`config.mk`:
```
export PLATFORM = sky130hd
export DESIGN_NAME = writeback_stage
export DESIGN_NICKNAME = d
export VERILOG_FILES = /design/src/rtl/riscv_pkg.sv /design/src/rtl/load_formatter.sv /design/src/rtl/writeback_stage.sv
export SDC_FILE = /design/constraint.sdc
export NUM_CORES = 1
export LEC_CHECK = 0
export ABC_AREA = 0
export ABC_CLOCK_PERIOD_IN_PS = 2400
export CAP_MARGIN = 40
export CORE_ASPECT_RATIO = 1.2
export CORE_MARGIN = 2
export CORE_UTILIZATION = 39
export DETAILED_ROUTE_END_ITERATION = 8
export HOLD_SLACK_MARGIN = 0.05
export PLACE_DENSITY = 0.93
export RECOVER_POWER = 100
export SYNTH_ARGS = -nofsm -noshare
export SYNTH_HDL_FRONTEND = slang
export SYNTH_SLANG_ARGS = --single-unit
```
`constraint.sdc`:
```
create_clock -name clk -period 2.4 [get_ports clk]
set_input_delay 0.72 -clock clk [delete_from_list [all_inputs] [get_ports clk]]
set_output_delay 0.72 -clock clk [all_outputs]
set_load 0.02 [all_outputs]
```
`src/rtl/riscv_pkg.sv`:
```
`default_nettype none
// ============================================================================
//  Module      : riscv_pkg
//  Description : Shared RISC-V definitions: datapath width, write-back
//                result-select encodings and load funct3 encodings.
//  Revision    : 1.0 - initial release
// ============================================================================
package riscv_pkg;

   localparam int XLEN = 32;

   // Write-back result select
   typedef enum logic [1:0] {
      RES_ALU  = 2'b00,
      RES_LOAD = 2'b01,
      RES_PC4  = 2'b10,
      RES_RSVD = 2'b11
   } result_src_e;

   // Load size / sign encodings (funct3)
   typedef enum logic [2:0] {
      F3_LB  = 3'b000,
      F3_LH  = 3'b001,
      F3_LW  = 3'b010,
      F3_LBU = 3'b100,
      F3_LHU = 3'b101
   } load_funct3_e;

endpackage
`default_nettype wire

```
`src/rtl/load_formatter.sv`:
```
`default_nettype none
// ============================================================================
//  Module      : load_formatter
//  Description : Combinational load-data aligner. Picks the byte/half lane
//                addressed by addr_lo and sign- or zero-extends it.
//  Ports       : data    in  XLEN  raw word returned by memory
//                funct3  in  3     load size/sign
//                addr_lo in  2     load address bits [1:0]
//                result  out XLEN  formatted load value
//  Revision    : 1.0 - initial release
// ============================================================================
module load_formatter
   import riscv_pkg::*;
(
   input  logic [XLEN-1:0] data,
   input  logic [2:0]      funct3,
   input  logic [1:0]      addr_lo,
   output logic [XLEN-1:0] result
);

   logic [7:0]  w_byte;
   logic [15:0] w_half;

   assign w_byte = data[{addr_lo, 3'b000} +: 8];
   // Halfword lane depends only on addr_lo[1]; a misaligned bit 0 is ignored.
   assign w_half = addr_lo[1] ? data[31:16] : data[15:0];

   always_comb begin
      result = data;
      case (funct3)
         F3_LB:   result = {{24{w_byte[7]}}, w_byte};
         F3_LH:   result = {{16{w_half[15]}}, w_half};
         F3_LW:   result = data;
         F3_LBU:  result = {24'd0, w_byte};
         F3_LHU:  result = {16'd0, w_half};
         default: result = data;
      endcase
   end

endmodule
`default_nettype wire

```
`src/rtl/writeback_stage.sv`:
```
`default_nettype none
// ============================================================================
//  Module      : writeback_stage
//  Description : Pipeline write-back register. Captures the MEM-stage
//                instruction, selects/formats its result, drives the
//                register-file write port, counts retired instructions and
//                optionally offers a same-cycle bypass to decode.
//  Config      : `define WB_BYPASS_EN enables the bypass outputs; otherwise
//                fwd*_hit/fwd*_data are tied to 0 (ports still present).
//  Ports       : clk, rst (sync, active high), stall, flush
//                in_*      MEM-stage instruction fields and result candidates
//                A3/WD3/WE3 register-file write port
//                rs1/rs2 -> fwd*_hit/fwd*_data  decode bypass
//                retire_cnt  retired-instruction counter (CNT_W bits, wraps)
//  Revision    : 1.0 - initial release
// ============================================================================
module writeback_stage
   import riscv_pkg::*;
#(
   parameter int CNT_W = 32
) (
   input  logic             clk,
   input  logic             rst,
   input  logic             stall,
   input  logic             flush,
   input  logic             in_valid,
   input  logic             in_reg_write,
   input  logic [4:0]       in_rd,
   input  logic [1:0]       in_result_src,
   input  logic [XLEN-1:0]  in_alu_result,
   input  logic [XLEN-1:0]  in_load_data,
   input  logic [XLEN-1:0]  in_pc_plus4,
   input  logic [2:0]       in_funct3,
   input  logic [1:0]       in_addr_lo,
   output logic [4:0]       A3,
   output logic [XLEN-1:0]  WD3,
   output logic             WE3,
   input  logic [4:0]       rs1,
   input  logic [4:0]       rs2,
   output logic             fwd1_hit,
   output logic             fwd2_hit,
   output logic [XLEN-1:0]  fwd1_data,
   output logic [XLEN-1:0]  fwd2_data,
   output logic [CNT_W-1:0] retire_cnt
);

   logic             r_valid;
   logic             r_reg_write;
   logic [4:0]       r_rd;
   logic [XLEN-1:0]  r_wd;
   logic [CNT_W-1:0] r_cnt;

   logic [XLEN-1:0]  w_load_fmt;
   logic [XLEN-1:0]  w_result;
   logic             w_writes_rd;

   load_formatter u_load_formatter (
      .data    (in_load_data),
      .funct3  (in_funct3),
      .addr_lo (in_addr_lo),
      .result  (w_load_fmt)
   );

   // Result is chosen before the register so WD3 is ready one cycle later.
   always_comb begin
      w_result = '0;
      case (in_result_src)
         RES_ALU:  w_result = in_alu_result;
         RES_LOAD: w_result = w_load_fmt;
         RES_PC4:  w_result = in_pc_plus4;
         default:  w_result = '0;
      endcase
   end

   always_ff @(posedge clk) begin
      if (rst) begin
         r_valid     <= 1'b0;
         r_reg_write <= 1'b0;
         r_rd        <= 5'd0;
         r_wd        <= '0;
         r_cnt       <= '0;
      end else begin
         // The held instruction retires this cycle even if flush kills the
         // slot afterwards; only a stall delays retirement.
         if (r_valid && !stall)
            r_cnt <= r_cnt + CNT_W'(1);
         if (flush) begin
            r_valid <= 1'b0;
         end else if (!stall) begin
            r_valid <= in_valid;
            if (in_valid) begin
               r_reg_write <= in_reg_write;
               r_rd        <= in_rd;
               r_wd        <= w_result;
            end
         end
      end
   end

   assign w_writes_rd = r_valid && r_reg_write && (r_rd != 5'd0);

   assign A3         = r_rd;
   assign WD3        = r_wd;
   assign WE3        = w_writes_rd && !stall;
   assign retire_cnt = r_cnt;

`ifdef WB_BYPASS_EN
   // Bypass ignores stall: decode must see the pending value whenever the
   // stage holds a live write, stalled or not.
   assign fwd1_hit  = w_writes_rd && (r_rd == rs1);
   assign fwd2_hit  = w_writes_rd && (r_rd == rs2);
   assign fwd1_data = fwd1_hit ? r_wd : '0;
   assign fwd2_data = fwd2_hit ? r_wd : '0;
`else
   logic w_unused_rs;
   assign w_unused_rs = ^{rs1, rs2};
   assign fwd1_hit    = 1'b0;
   assign fwd2_hit    = 1'b0;
   assign fwd1_data   = '0;
   assign fwd2_data   = '0;
`endif

endmodule
`default_nettype wire

```
Yosys cells after proc, flatten, opt, wreduce, memory -nomap -nowiden

Index checks and enable logic that the tools add are counted.

Memory bits (read-only): 0
Output and inout bits: 136
Input bits: 124
Flip-flop bits (word level): 71
Latch bits: 0
RAM bits: 0
Memories kept: 0

Eq/ne operators: 5
Reductions and logical operators: 10
Multiplexer cells: 3
Bitwise gates (word level): 2
Shift operators: 1
Add/subtract/negate cells: 1
Order comparisons: 0
Multipliers: 0
Divide/modulo/power cells: 0

Operators by type and width:

| operator                                       | count |
|---|---|
| one-hot mux 32 bit (4 select lines)            | 1 |
| one-hot mux 32 bit (3 select lines)            | 1 |
| adder 32 x 1 -> 32 bit (second input constant) | 1 |
| indexed part select 32 x 6 -> 8 bit            | 1 |
| 2-to-1 mux 16 bit                              | 1 |
| == test 3 bit (second input constant)          | 2 |
| nonzero test 5 bit                             | 1 |
| logical AND 1 bit                              | 4 |
| == test 3 x 1 -> 1 bit (second input constant) | 1 |
| zero test 3 bit                                | 1 |
| AND reduction 3 bit                            | 1 |
| == test 2 x 1 -> 1 bit (second input constant) | 1 |
| == test 2 bit (second input constant)          | 1 |
| zero test 2 bit                                | 1 |
| inverter 1 bit                                 | 2 |
| OR reduction 2 bit                             | 1 |
| zero test 1 bit                                | 1 |

Depth between registers and ports, before layout

Word-level depth: 3
Mapped depth: 7

Hierarchy

A second synthesis with hierarchy kept.

Cell total of the unflattened synthesis: 610
Area total of the unflattened synthesis: 4,788.3 µm²

By module, submodules not included:

| module          | cells an instance | instances | area an instance (µm²) |
|---|---|---|---|
| writeback_stage | 492               | 1         | 4,027.6 |
| load_formatter  | 118               | 1         | 760.7 |

Worst setup path after synthesis

Ideal clock, no wire load.

Path kind: input to register
Start point: input in_addr_lo[1]
End point: register r_wd[15], in the netlist WD3[15]
Stages: 5
Path slack: 0.246 ns
Required time: 2.278 ns
Arrival time: 2.032 ns
Library setup time: 0.122 ns
Cells stage by stage: buf_6 mux4_2 a21oi_4 a221oi_2 a221o_1

Word-level cells in the longest chain between the ends: 3

Ends and longest elaborated chain:

| what                                                                     | line                                       | source |
|---|---|---|
| start, declared                                                          | writeback_stage.sv:34                      | `input logic [1:0] in_addr_lo,` |
| indexed part select 32 x 6 -> 8 bit or 2-to-1 mux 16 bit (tied branches) | load_formatter.sv:24, load_formatter.sv:26 |  |
| one-hot mux 32 bit (4 select lines) (*)                                  | load_formatter.sv:30                       | `case (funct3)` |
| one-hot mux 32 bit (3 select lines) (*)                                  | writeback_stage.sv:67                      | `case (in_result_src)` |
| end signal, assigned                                                     | writeback_stage.sv:94                      | `r_wd <= w_result;` |
| end, declared                                                            | writeback_stage.sv:50                      | `logic [XLEN-1:0] r_wd;` |

Every way passes the cells marked *; elsewhere a longest branch is shown, timed or not.
A chain may end at the register's enable or synchronous reset.

Worst setup path in the final report

Start point: input in_valid
End point: register r_wd[12], in the netlist WD3[12]

Word-level cells in the longest chain between the ends: 1

Ends and longest elaborated chain:

| what                          | line                  | source |
|---|---|---|
| start, declared               | writeback_stage.sv:26 | `input logic in_valid,` |
| AND reduction 3 bit (no line) | n/a                   |  |

No other way between the ends.

==> impl_metrics.toml <==
[cts]
cts_setup_buffers = 0
clock_latency_ns = 0.33
clock-root-buffer = "clkbuf_16"
cts_buffers = 9
cts_tree = "done"
cts_buffer_depth = 2
htree_levels = 3
ctsHoldBuffers = 0
clock_sinks = 71
clkTransAtPathRegs_ns = 0.06

[global_route]
track_usage_pct = 23.15
grt_max_degree = 46
grt_pass1_vias = 4468
grt_pass1_wl_mm = 22.51
antenna_found_initial = 0
grt_overflow_total = 0

[flow_run]
maxCapViolCount = 0

[floorplanning]
chipHeight_um = 123.1
die_area_sq_um = 12710
num_rows = 43
ioPinCount = 260
initial_core_util_pct = 39.84
coreArea_sq_um = 11570
chipWidth_um = 103.2

[sta]
fin_tns_setup_ns = 0
clock_skew_ns = 0.006669
finalSetupViolCount = 0
fin_crit_sh_pct = 96.65
max_slew_margin_pct = 60.77
tightestPinTransition_ns = 0.5863
hold_viol = 0
slew_viol_final = 0
fmax_mhz = 431.1
layout_min_cycle_time_ns = 2.320

[synth]
synth_edf_count = 0
ys_seq_area_share_pct = 30.84
syn_area_sq_um = 4608
netlist_top_cells_count = "dfxtp_1, buf_4, a21oi_1, mux2i_1, nor2_1"
ys.warnings.count = 0
yosysTopAreaCellShare_pct = 30.84
yosysUniqueCellTypes = 43
yosysTopAreaCell = "dfxtp_1"
syn_inst = 545
synthTopCellsByArea = "dfxtp_1, buf_4, mux2i_1"
synth_ff_type = "dfxtp_1"
yosys_register_bits = 71
synth_most_common_cell = "dfxtp_1"
postSynthAreaPerCell_sq_um = 8.455
async_reset_ff_share_pct = 0

[placement]
gp_congestion = 0.9696
dp_hpwl_mm = 11.62
place_area_sq_um = 6531
post-place-cells = 886
io_buffers = 183

[cells_and_area]
fin_nets = 866
n_fill_cell = 1019
syn2layout_area_growth_pct = 47.79
design_area_sq_um = 6810
drive_above_1_share_pct = 10.72
diodes = 0
stdcell_count = 903

[critical_path]
crit_path_end_kind = "flip-flop"
arrival_ns = 2.60
critPathSlowestCell = "or3b_2"
crit_path_cell_trace = "clkdlybuf4s50_1 -> or3b_2 -> or3_1 -> buf_4 -> a221oi_2 -> a221o_1"
setup.worst_path.start_class = "input port"
slowest_delay_ns = 0.49
worstSetupPathType = "in2reg"
crit_required_ns = 2.68
worstPathMaxFanout = 8

[routing]
wl_per_cell_um = 16.39
drt-total-wl_mm = 14.80
drtAntennaViolNets = 0
vias = 4760
drcViolationCount = 0
drtIter0Drc = 195
firstDrtPassIters = 6
vias_per_cell = 5.271

[power_and_ir_drop]
power_density_nw_per_um2 = 467.1
p_leak_uw = 0.002834
ir_worst_vdd_v = 0.0002618

[min_path]
hold_class = "reg2reg"

[status]
outcome = "completed"
## sequential cells by signal, indices dropped and copies added, names as in the netlist
signal	count
A3	5
WD3	32
r_reg_write	1
r_valid	1
retire_cnt	32
## metal layers
metal	up-vias	GRT usage, %	share of wire (%)
met5	-	0	0
met4	0	11.68	3.8
met3	44	6.783	7.8
met2	245	40.75	52
met1	2215	24.88	36
li1	2256	-	-
## per-stage QoR
step / setup WS (ns) / power [uW] / utilization, % / hold WS (ns)
floorplan: 0.2462 / 1646 / - / 0.4369
global placement: -0.5256 / 1885 / 56.46 / 0.4457
CTS: 0.08893 / 3212 / 58.94 / 0.4597
global route: -0.002300 / 3321 / 58.88 / 0.4959
detailed placement: -0.5286 / 1894 / 56.46 / 0.4511
finish: 0.08044 / 3181 / 58.88 / 0.4615
## power breakdown
part           total, uW  internal, uW  switching (uW)
clock               1320           801             518
combinational        647           308             338
sequential          1220          1200            13.1
total               3180          2310             869
## worst max-delay path: cells and delay by family
family          cells  cell delay [ns]
compound gates      2             0.35
buf+inv             2             0.67
simple gates        2             0.85
## placed cells by master, fill, tap and decap left out, types with 5 or more instances in the layout
cell,Yosys,final
a21oi_1,65,65
a221o_1,8,8
a221oi_2,8,8
and2_1,5,5
and4_1,5,5
buf_4,68,34
clkbuf_1,19,6
clkbuf_16,0,9
clkdlybuf4s50_1,0,110
conb_1,1,66
dfxtp_1,71,71
dlygate4sd3_1,0,69
inv_1,11,11
mux2_2,10,9
mux2i_1,40,40
nand2_1,24,24
nand2b_1,10,10
nand3_1,11,11
nand4_1,13,13
nor2_1,28,27
nor2b_1,9,9
nor3_1,22,22
o211ai_1,16,16
o21ai_0,7,7
o221ai_1,8,8
o31ai_1,14,14
or3_1,7,7
or4_1,14,14
xor2_1,11,11
## kinds of logic after synthesis
kind of cell | after synthesis | synth area share, %
AOI/OAI and AO/OA | 133 | 20.01
buffers and inverters | 118 | 15.83
adders and majority gates | 1 | 0.2715
DFF | 71 | 30.84
muxes | 52 | 12.11
other | 1 | 0.08138
xor gates and xnor gates | 12 | 2.281
and+or+nand+nor | 157 | 18.57
## final timing paths
path / cells after the start / endpoint / slack, ns / startpoint
worst min-delay path: 2 / r_reg_write$_SDFFE_PP0P_ / 0.46 / r_reg_write$_SDFFE_PP0P_
worst min register to register: 2 / r_reg_write$_SDFFE_PP0P_ / 0.46 / r_reg_write$_SDFFE_PP0P_
worst max register to register: 5 / retire_cnt[22]$_SDFFE_PP0P_ / 0.48 / retire_cnt[0]$_SDFFE_PP0P_
worst max-delay path: 6 / WD3[12]$_SDFFE_PP0P_ / 0.08 / in_valid
## layout make-up
| class | count | area [sq um] | share of cell area (%) |
|---|---|---|---|
| Inverter | 12 | 45.04 | 0.6614 |
| Clock inverter | 6 | 61.31 | 0.9002 |
| Multi-Input combinational cell | 421 | 2709 | 39.78 |
| Sequential cell | 71 | 1421 | 20.87 |
| Clock buffer | 10 | 229.0 | 3.362 |
| Tap cell | 157 | 196.4 | 2.884 |
| Timing Repair Buffer | 226 | 2148 | 31.55 |
## repair_timing
action | in CTS | in global routing
cloned | 0 | 1
setup endpoints to repair | 17 | 5
gates resized for setup | 6 | 2
Note: power is estimated with default switching activity, not from simulation.
==> RTL change 1 (same flow settings) <==
The parameter `CNT_W` goes from 32 to 16.
--- a/src/rtl/writeback_stage.sv
+++ b/src/rtl/writeback_stage.sv
@@ -17,7 +17,7 @@
 module writeback_stage
    import riscv_pkg::*;
 #(
-   parameter int CNT_W = 32
+   parameter int CNT_W = 16
 ) (
    input  logic             clk,
    input  logic             rst,
Interface: changed (resized retire_cnt); port bits go from 260 to 244. The function was not compared with the original's and may differ.
==> RTL change 1 against the original RTL <==
Worst setup slack worse by 0.024 ns; total power shrank 26%; synthesized area decreased by 19%; routed wire length fell by 17%; design area down 17%; fmax decreased by 1.0%; sequential cell count is 16 lower; clock power down 42%.
==> RTL change 1: results <==
setup_path:
  cp_slowest_cell: "clkdlybuf4s50_1"
  r2r_slack_ns: 0.70
  path_max_fanout: 2
  critical_path_arrival_ns: 1.62
  r2r-end: "retire_cnt[15]"
  r2r-start: "retire_cnt[2]"
  r2r_cells: 4
  critical_path.max_stage_delay_ns: 0.43
synth:
  yosysSeqAreaShare: 0.2965
  synth_commonest_cells: "buf_4, dfxtp_1, mux2i_1, nand2_1"
  yosys-top-cells-area: "dfxtp_1, buf_4, mux2i_1"
  yosysUniqueCellTypes: 41
route:
  wl_per_cell_um: 16.15
  wl_um: 12260
  vias: 3879
  initialDrtViolationCount: 167
  dr.pass1.iters: 5
clocking:
  clk_latency_ns: 0.29
  htree_levels: 2
  numCtsBuffers: 5
placement:
  io_buffer_count: 167
  dpl-instance-area_um2: 5502
  place_congestion: 0.9439
  place_inst: 750
grt:
  grt_usage: 0.2279
  grt_pass1_wl_um: 18770
  grt_max_degree: 28
pwr:
  comb_power_uw: 634
  power_switching_uw: 697.4
  p_leak_uw: 0.002499
min_path:
  hold_end: "A3[0]"
  hp-start: "A3[0]"
finish:
  fin_nets: 760
  drive_gt1_frac: 0.09906
outcome:
  outcome: "finished, final reports clean"
sta:
  hold-worst-slack_ns: 0.4758
  max_slew_margin: 0.5903
RTL change 1: cell count changes after synthesis, sizes merged, moves of 11 or more:
cell     change
a21oi       -38
nand2       +18
nor3        -11
o2bb2ai     +26
a22oi       +16
o211ai      -16
dfxtp       -16
RTL change 1: area by class of cell:
type | count | area, um2 | area share
Clock buffer | 5 | 125.1 | 0.02218
Sequential cell | 55 | 1101 | 0.1952
Timing Repair Buffer | 211 | 1984 | 0.3518
Multi-Input combinational cell | 358 | 2227 | 0.3949
Tap cell | 123 | 153.9 | 0.02728
Clock inverter | 3 | 33.78 | 0.005989
Inverter | 4 | 15.01 | 0.002662
RTL change 1: worst min-delay path: stages (launching register included):
cell	delay, ns
dfxtp_1	0.32
nand2_1	0.05
a21oi_1	0.06
RTL change 1: kinds of logic (layout without fill, tap and decap cells):
logic type,Yosys count,count (layout),share of synthesized area
other cells,1,66,0.001010
flops,55,55,0.2965
compound gates,112,112,0.2113
buf+inv,97,223,0.1688
simple gates,124,124,0.1705
mux,46,46,0.1274
fa+ha+maj,1,1,0.003369
xor+xnor,9,9,0.02123
RTL change 1: metal layers:
layer | track usage | vias to the layer above | wire length [um]
li1 | - | 1853 | -
met1 | 0.2293 | 1803 | 4415
met2 | 0.4362 | 191 | 6376
met3 | 0.05031 | 32 | 973
met4 | 0.1010 | 0 | 491
met5 | 0 | - | 0
RTL change 1: how the worst max path moves through the flow:
stage	from	end	slack, ns	cells past startpoint
global placement	stall	WE3	-0.44	4
CTS	stall	WE3	0.04	4
finish	stall	WE3	0.06	4
global route	stall	WE3	0.008	4
floorplan	stall	WE3	0.39	2
detailed placement	stall	WE3	-0.45	4
RTL change 1: what timing repair did:
item	CTS	global route
buffers inserted	1	0
setup endpoints to repair	1	0
hold endpoints to repair	0	0
gates resized for setup	5	0
==> RTL change 2 (same flow settings) <==
Without the edit above. Make the reset (`rst`) asynchronous in one clocked block.
--- a/src/rtl/writeback_stage.sv
+++ b/src/rtl/writeback_stage.sv
@@ -72,7 +72,7 @@
       endcase
    end
 
-   always_ff @(posedge clk) begin
+   always_ff @(posedge clk or posedge rst) begin
       if (rst) begin
          r_valid     <= 1'b0;
          r_reg_write <= 1'b0;
Check against the original RTL: differs if rst is asserted again (counterexample within 4 cycles, from zero or initial values and one cycle with rst high); with rst held inactive, the same outputs for 10 cycles.
==> RTL change 2 against the original RTL <==
Clock skew decreased by 0.00051 ns; fmax decreased by 0.34%; via count decreased by 11%; sequential cell count unchanged; largest cell class unchanged; total power increased by 28%; routed wire length decreased by 3.9%; die area decreased by 2.1%; synthesized area decreased by 2.2%; design area decreased by 0.26%; worst setup slack got worse by 0.0079 ns; sequential share of layout area increased by 5.3 points.
==> RTL change 2: results <==
placement:
  place_ws_ns: -0.5660
  place_inst: 811
  dpl-instance-area_um2: 6497
  place_congestion: 0.9390
  dp_hpwl_um: 11050
sta:
  finalClockSkew_ns: 0.006159
  max_slew_margin: 0.3365
outcome:
  outcome: "finished, final reports clean"
synth:
  muxShareOfSynthArea: 0.1152
  synthCells: 462
  yosysUniqueCellTypes: 41
  async_reset_ff_frac: 1.000
  synth_compound_area_frac: 0.1183
  synthXorXnorAreaFrac: 0.06026
  synthAdderAreaFrac: 0.002777
  ys_warn_count: 0
  yosys-top-cells-area: "dfrtp_1, buf_4, mux2i_1"
  synth_commonest_cells: "dfrtp_1, buf_4, nor3_1, mux2i_1, xor2_1"
  yosysSeqAreaShare: 0.3943
grt:
  grt_usage: 0.2268
  grt_pass1_vias: 4324
  grt_pass1_wl_um: 21770
  grt_antenna_before_repair: 0
  grt_max_degree: 72
finish:
  fin_cells: 827
  num-fill-cells: 990
  fin_nets: 790
  drive_gt1_frac: 0.1075
route:
  initialDrtViolationCount: 156
  wl_per_cell_um: 17.20
  vias: 4237
  dr.pass1.iters: 4
min_path:
  hp-class: "flop to flop"
clocking:
  htree_levels: 3
  ctsResizeCount: 17
  post_cts.repair.setup_buffers: 0
pwr:
  peakVddDrop_uv: 261.2
  p_leak_uw: 0.003162
  power.internal_uw: 2840
setup_path:
  cp_slowest_cell: "dlygate4sd2_1"
  path_max_fanout: 2
  critical_path.max_stage_delay_ns: 0.25
  cpLargestDelayFamily: "buffers and inverters"
## RTL change 2: cell count changes in the layout (fill, tap and decap cells not counted), sizes merged, moves of 16 or more
cell / change
nor3: +19
o211ai: -16
a21oi: -48
dfrtp: +71
dfxtp: -71
## RTL change 2: routing by layer
metal | track usage | vias to the layer above | part of all wire | wire (um)
li1 | - | 1944 | - | -
met1 | 0.2545 | 2029 | 0.37 | 5310
met2 | 0.4058 | 227 | 0.52 | 7371
met3 | 0.04991 | 37 | 0.080 | 1140
met4 | 0.1017 | 0 | 0.028 | 401
met5 | 0 | - | 0 | 0
## RTL change 2: final cells by class
| type | instances | area (um2) | area share |
|---|---|---|---|
| Clock buffer | 11 | 242.7 | 0.03573 |
| Clock inverter | 5 | 81.33 | 0.01197 |
| Inverter | 7 | 30.03 | 0.004421 |
| Multi-Input combinational cell | 355 | 2356 | 0.3468 |
| Sequential cell | 71 | 1777 | 0.2616 |
| Tap cell | 157 | 196.4 | 0.02892 |
| Timing Repair Buffer | 221 | 2110 | 0.3106 |
## RTL change 2: power groups by stage
stage | Combinational (uW) | Sequential, uW | Clock (uW)
3_3_place_gp | 1190 | 1480 | 0
3_5_place_dp | 1220 | 1480 | 0
6_report | 1160 | 1460 | 1450
2_1_floorplan | 492 | 1630 | 0
4_1_cts | 1230 | 1460 | 1480
5_1_grt | 1240 | 1470 | 1540
## RTL change 2: worst paths after layout
check                               startpoint              to  slack (ns)  cells after the start
worst max-delay path                     stall             WE3        0.07                      4
max in group asynchronous                  rst          WD3[7]        0.52                      3
worst min-delay path            retire_cnt[31]  retire_cnt[31]        0.46                      1
min in group asynchronous                  rst  retire_cnt[19]        1.22                      3
worst max register to register         r_valid  retire_cnt[25]        0.39                      6
worst min register to register  retire_cnt[31]  retire_cnt[31]        0.46                      1
